### src/rtl/ex_mem_stage.sv
// ex_mem_stage: MIPS execute stage ALU plus EX/MEM pipeline register with stall/flush.
// Optional signed-overflow trap on ADD/SUB is enabled by defining ALU_OVF_EN.
module ex_mem_stage #(
  parameter int DW = 16,
  parameter int RW = 3
) (
  input  logic          clk,
  input  logic          rst,
  input  logic          ex_valid,
  input  logic [3:0]    alu_control,
  input  logic [DW-1:0] alu_a,
  input  logic [DW-1:0] alu_b,
  input  logic [RW-1:0] rd_addr,
  input  logic          reg_write_in,
  input  logic          mem_read_in,
  input  logic          mem_write_in,
  input  logic [DW-1:0] store_data_in,
  input  logic          stall,
  input  logic          flush,
  output logic          mem_valid,
  output logic [DW-1:0] mem_alu_result,
  output logic          mem_zero,
  output logic [RW-1:0] mem_rd_addr,
  output logic          mem_reg_write,
  output logic          mem_mem_read,
  output logic          mem_mem_write,
  output logic [DW-1:0] mem_store_data,
  output logic          mem_ovf,
  output logic          err_illegal
);
  localparam int SW = $clog2(DW);
  logic [DW-1:0] res;
  logic illegal, ovf, ok;
  // X/Z codes match no case item and fall into the illegal default
  always_comb begin
    res = '0;
    illegal = 1'b0;
    case (alu_control)
      4'b0000: res = alu_a + alu_b;
      4'b0001: res = alu_a - alu_b;
      4'b0010: res = alu_a & alu_b;
      4'b0011: res = alu_a | alu_b;
      4'b0100: res = ~(alu_a | alu_b);
      4'b0101: res = alu_a ^ alu_b;
      4'b0110: res = alu_a << alu_b[SW-1:0];
      4'b0111: res = alu_a >> alu_b[SW-1:0];
      4'b1000: res = alu_a;
      default: illegal = 1'b1;
    endcase
  end
`ifdef ALU_OVF_EN
  assign ovf = (alu_control == 4'b0000 && alu_a[DW-1] == alu_b[DW-1] && res[DW-1] != alu_a[DW-1]) ||
               (alu_control == 4'b0001 && alu_a[DW-1] != alu_b[DW-1] && res[DW-1] != alu_a[DW-1]);
`else
  assign ovf = 1'b0;
`endif
  assign ok = ex_valid & ~illegal;
  always_ff @(posedge clk) begin
    if (rst || flush) begin
      mem_valid      <= 1'b0;
      mem_alu_result <= '0;
      mem_zero       <= 1'b0;
      mem_rd_addr    <= '0;
      mem_reg_write  <= 1'b0;
      mem_mem_read   <= 1'b0;
      mem_mem_write  <= 1'b0;
      mem_store_data <= '0;
      mem_ovf        <= 1'b0;
      if (rst) err_illegal <= 1'b0;
    end else if (!stall) begin
      mem_valid      <= ex_valid;
      mem_alu_result <= ex_valid ? res : '0;
      mem_zero       <= ex_valid && res == '0;
      mem_rd_addr    <= ex_valid ? rd_addr : '0;
      mem_reg_write  <= ok & reg_write_in & ~ovf;
      mem_mem_read   <= ok & mem_read_in;
      mem_mem_write  <= ok & mem_write_in;
      mem_store_data <= ex_valid ? store_data_in : '0;
      mem_ovf        <= ex_valid & ovf;
      err_illegal    <= err_illegal | (ex_valid & illegal);
    end
  end
endmodule

### config.mk
export PLATFORM = sky130hd
export DESIGN_NAME = ex_mem_stage
export DESIGN_NICKNAME = d
export VERILOG_FILES = /design/src/rtl/ex_mem_stage.sv
export SDC_FILE = /design/constraint.sdc
export NUM_CORES = 1
export LEC_CHECK = 0
export ABC_AREA = 1
export CAP_MARGIN = 20
export CORE_ASPECT_RATIO = 0.6
export CORE_MARGIN = 8
export CORE_UTILIZATION = 58
export CTS_CLUSTER_SIZE = 40
export DETAILED_ROUTE_END_ITERATION = 10
export PLACE_DENSITY = 0.88
export RECOVER_POWER = 50
export SYNTH_ARGS = -nofsm -noshare
export SYNTH_HDL_FRONTEND = slang
export SYNTH_SLANG_ARGS = --single-unit
### constraint.sdc
create_clock -name clk -period 7.2 [get_ports clk]
set_clock_uncertainty 0.1 [all_clocks]
set_input_delay 2.16 -clock clk [delete_from_list [all_inputs] [get_ports clk]]
set_output_delay 2.16 -clock clk [all_outputs]
set_load 0.01 [all_outputs]
* After elaboration in Yosys (flattened, before gate mapping) *
Cells that the tools add are included.

storage, ports and cells
  memory bits (writable) = 0
  latch bits = 0
  logic and storage cells = 47
  output and inout bits = 42
  memory bits (read-only) = 0
  register bits = 41
  memories = 0

operators by class
  eq/ne operators = 10
  shift-type cells = 2
  reductions and logical operators = 6
  multiply operators = 0
  divide/modulo/power cells = 0
  muxes and demuxes = 8
  $add $sub $neg = 2
  bitwise gates (word level) = 10
  magnitude comparators = 0

operator list
  kind                  count
  $pmux W16 S9          1
  $mux W16              2
  $add A16 B16 Y16      1
  $and A16 B16 Y16      1
  $eq A4 B3 Y1 const B  4
  $logic_not A16 Y1     1
  $not A16 Y16          1
  $or A16 B16 Y16       1
  $shl A16 B4 Y16       1
  $shr A16 B4 Y16       1
  $sub A16 B16 Y16      1
  $xor A16 B16 Y16      1
  $reduce_or A9 Y1      1
  $eq A4 B2 Y1 const B  2
  $and A1 B1 Y1         5
  $eq A4 B1 Y1 const B  1
  $eq A4 B4 Y1 const B  1
  $logic_not A4 Y1      1
  $mux W1               4
  $mux W3               1
  $ne A2 B1 Y1 const B  1
  $ne A2 B2 Y1 const B  1
  $reduce_and A2 Y1     1
  $logic_and A1 B1 Y1   1
  other kinds (2)       2

* Logic depth before layout (Yosys ltp) *
  word-level depth = 7
  gate-level depth with buffers = 30
  mapped depth without buffers = 28

* Worst setup path after synthesis *
OpenSTA, ideal clock, no wires.

  path kind = input to register
  from = input port alu_b[0]
  to = register mem_zero
  cell stages on the path = 28
  slack = 2139 ps
  data required time = 7033 ps
  setup time = 67 ps
  arrival = 4894 ps
  path buffers = 2
  path through = buf_6 > inv_6 > buf_12 > ha_1 > inv_1 > nor3_1 > inv_1 > nor3_1 > inv_1 > nor3_1 > nand3_1 > nand2_1 > xor2_1 > inv_1 > ha_1 > nand2_1 > inv_1 > nand3_1 > inv_1 > a21oi_1 > nand3_1 > nand2_1 > nor2_1 > nor2_1 > nand2_1 > nor2_1 > nand3_1 > a21oi_2

on the way
  longest elaborated chain between the ends = 5
  elaborated cells on any way between the ends = 11
  those cells by class = add/sub (2); shift (2); mux (1); bitwise (4); reduce/logical (2)

RTL lines
  element                                                                   RTL line  RTL
  start, declared                                                           12        input logic [DW-1:0] alu_b,
  parallel branches: the longest is 2 deep, another holds $sub A16 B16 Y16  -
  $pmux W16 S9 (*)                                                          38        case (alu_control)
  $logic_not A16 Y1 (*)                                                     73        mem_zero <= ex_valid && res == '0;
  $logic_and A1 B1 Y1 (*)                                                   73
  end signal, assigned                                                      62        mem_zero <= 1'b0;
  end signal, assigned                                                      73
  end, declared                                                             22        output logic mem_zero,

Mark *: on every way between the ends.
A chain may end at the register's enable or synchronous reset.

* Worst setup path in the final report *
  from = input port alu_b[1]
  to = register mem_alu_result[11]

on the way
  longest elaborated chain between the ends = 3
  elaborated cells on any way between the ends = 6
  those cells by class = add/sub (2); shift (2); mux (2)

RTL lines
  element                                   RTL line  RTL
  $sub A16 B16 Y16 (tied with other cells)  40        4'b0001: res = alu_a - alu_b;
  $pmux W16 S9 (*)                          38
  $mux W16 (*)                              72        mem_alu_result <= ex_valid ? res : '0;
  end signal, assigned                      72
  end, declared                             21        output logic [DW-1:0] mem_alu_result,

Every way passes the cells marked *; elsewhere a longest branch is shown, timed or not.

==> impl_results.md <==
- P_leak: 3.44 nW
- Bufs and invs on worst path: 7
- Gate Count Post-Synth: 980
- Worst hold path class: reg -> reg
- Worst-path cell chain: clkdlybuf4s50_1 > inv_2 > ha_1 > inv_1 > nor3_1 > inv_1 > nor3_1 > inv_1 > nor3_1 > nand3_1 > nand2_1 > xor2_1 > inv_1 > ha_1 > nand2_1 > nor2_1 > nand3_1 > nand3_1 > nand2_1 > inv_1 > nor2_1 > o21ai_0 > a21oi_1
- FF+latch count, synth: about 40
- Detailed Route Iter0 Violations: 974
- Cts hold-fix bufs: 0
- Most common flop cell mapped by yosys: dfxtp_1
- Hold slack: 0.363 ns
- Fill cells: 819
- Placed cell area: 6510 um^2
- Routed vias: 6913
- Worst-case reg-to-reg path depth: 2
- GRT Resource Usage Total: about a third
- Fin crit share: 84.0%
- # Post-CTS Setup Buffers: 0
- Wire per inst: approximately 19 um
- Slowest CP cell: clkdlybuf4s50_1
- Place WS: about 1.1 ns
- CP Capture Type: flip-flop
- Maximum VDD drop: 99.0 uV
- Residual DRC count: 0
- Worst path depth: 23
- Synth warn: 0
- CTS tree: done
- Num CTS Buffers: 5
- Final Hold Fails: 0
- MaxCap Viol Count: 1
- CP Class: in -> reg
- Slew margin rel.: -18.3%
- Initial core utilization: 59.6%
- Post-Syn Area: 5480 um^2
- Row cnt: 27
- First-pass GRT wire length: 34100 um
- PD cells: 130 nW/um^2
- Failing checks: max-capacitance violations, max-slew violations
- Final-stage net count: between 1000 and 1500
- Startpoint Class: primary input
- Clk pwr share: 31.0%
- Avg Cell Area, Syn: 5.59 um^2
- H-tree levels: 2
- Seq/Total Area, Yosys: 15.2%
- Hold path cells: 2
- Worst-path clk slew: 0.06 ns
- Top cells by area, synth: nand2_1, dfxtp_1, nand3_1
- WP data arrival: between 6 and 7 ns
- Antenna violations before repair: 0
- Slew Limit Fails: 43
- Switching part of the total: 38.7%
- Post-route ant nets: 0
- Largest net degree at the start of global routing: 43
- Vias in the first global route: 6237
- Via density: 5.80
- Antenna Cells: 0
- Area of the core: roughly 9200 um^2
- Max clock buf depth: 2
- Slew of the pin with the lowest slew margin: 1.77 ns
- Number of setup violations in the final report: 0
- Die Ht: 91.3 um
- CTS Root Cell: clkbuf_16
- Top cell type by total area after synthesis: nand2_1
- DRT Pass-1 Iters: 7
- EDFF count, synth: 1
- Synth unique cells: 39
- Fmax: between 150 and 200 MHz
- Area Overhead vs Synth: 21.9%
- WL final: 22200 um
- Setup TNS: 0 ns
- Layout cell share with drive strength beyond 1: 4.43%
- Post-synth top area share: a little under a quarter
- Design Area, Final: approximately 6700 um^2
- Count leader, synth: nand2_1
- DP HPWL: 17700 um
- Comb pwr share: 41.9%
- Setup ws final: approximately 1.2 ns
- Synth top cells by count: nand2_1, nand3_1, inv_1, nor2_1, a21oi_1
- Worst Path Max Fanout: 35
- Required time of the worst setup path: 7.24 ns
- Switching power: 0.335 mW
- Delay-heaviest family, CP: simple AND/OR/NAND/NOR gates
- Status: complete, but fails checks
- CTS sink count: 41
- IO Count: 105
- Post-CTS Resized: 0
- Synthesized net count: 1093
- Later-pin clock latency in the skew report: roughly 0.29 ns
- Async set-reset flop share out of synthesis: 0%
- Die ar.: 12900 um^2
- Final cell count without fillers: between 1000 and 1500
- Internal Power: approximately 0.53 mW
- Inst Count DP: 1183
- Worst path max stage delay: 0.43 ns
- Grt ovf: 0
- Die X: approximately 140 um
- Flop pwr share: 27.1%
- RSZ-0062 raised after global routing: false
- CP dominant cell by count: inv_1
- Min Tclk post-route: between 6 and 7 ns
- RePlAce Congestion: 1.11
- Port-buffer cells: 103
## per-layer routing
metal | GRT usage [%] | vias up | part of all wire [%]
li1 | - | 3286 | -
met1 | 45.5 | 3092 | 42
met2 | 46.9 | 490 | 39
met3 | 15.9 | 45 | 18
met4 | 6.04 | 0 | 1.8
met5 | 0 | - | 0
## power groups by stage
stage | Clock (mW) | Combinational (mW) | Sequential (mW)
6_report | 0.268 | 0.363 | 0.235
5_1_grt | 0.276 | 0.394 | 0.235
4_1_cts | 0.267 | 0.348 | 0.235
3_5_place_dp | 0 | 0.344 | 0.240
3_3_place_gp | 0 | 0.341 | 0.240
2_1_floorplan | 0 | 0.220 | 0.242
## metrics by stage
stage | power (mW) | utilization (%)
detailed placement | 0.584 | 70.8
finish | 0.866 | 72.7
global route | 0.906 | 72.7
CTS | 0.849 | 72.7
floorplan | 0.462 | -
global placement | 0.580 | 70.8
## logic make-up (layout without fill, tap and decap cells)
logic type               Yosys count  in the layout  share of synthesized area, %
XOR/XNOR                          17             17                          2.72
other                              1              1                        0.0684
AO/OA/AOI/OAI                     97             97                          9.32
AND/OR/NAND/NOR                  620            620                          49.1
adder cells (fa/ha/maj)           50             50                          11.6
flip-flops                        41             41                          15.2
buffers and inverters            154            235                          12.1
## path summary, 6_finish.rpt
kind                               from                         endpoint  slack (ns)
min          mem_mem_write$_SDFFE_PN0N_       mem_mem_write$_SDFFE_PN0N_        0.36
max                            alu_b[1]  mem_alu_result[11]$_SDFFE_PN0N_        1.15
min reg2reg  mem_mem_write$_SDFFE_PN0N_       mem_mem_write$_SDFFE_PN0N_        0.36
max reg2reg   err_illegal$_SDFFCE_PN0P_        err_illegal$_SDFFCE_PN0P_        6.29
## cell usage in the layout (no fill, tap or decap), types with 5 or more instances in the layout
| cell | netlist | final |
|---|---|---|
| nand2_1 | 344 | 344 |
| nand3_1 | 146 | 146 |
| inv_1 | 114 | 114 |
| nor2_1 | 80 | 79 |
| clkdlybuf4s50_1 | 0 | 63 |
| a21oi_1 | 62 | 62 |
| ha_1 | 49 | 49 |
| dfxtp_1 | 40 | 40 |
| dlygate4sd3_1 | 0 | 40 |
| o21ai_0 | 24 | 24 |
| xor2_1 | 15 | 15 |
| nand4_1 | 9 | 9 |
| nor2_2 | 7 | 8 |
| nand2_2 | 7 | 7 |
| nand2_4 | 7 | 7 |
| nor3_1 | 6 | 6 |
| nand3b_1 | 6 | 6 |
| o211ai_1 | 5 | 5 |
| clkbuf_16 | 0 | 5 |
| buf_4 | 5 | 5 |
## sequential cells by signal (all words and copies together), names as in the netlist
signal / count
mem_store_data: 16
mem_rd_addr: 3
err_illegal: 1
mem_zero: 1
mem_alu_result: 16
mem_mem_read: 1
mem_valid: 1
mem_reg_write: 1
mem_mem_write: 1
## worst reg2reg max path, stage by stage, from the launching register on
cell,delay [ns]
edfxtp_1,0.39
inv_1,0.08
a21oi_1,0.06
## area by class of cell
type | instances | area (um^2) | area share [%]
clock buffers | 6 | 139 | 2.08
well taps | 130 | 163 | 2.44
inverters | 118 | 448 | 6.71
flip-flops and latches | 41 | 831 | 12.4
multi-input cells | 785 | 3990 | 59.7
repair buffers | 109 | 1070 | 16.1
clock inverters | 2 | 37.5 | 0.562
(Power assumes the default switching activity.)
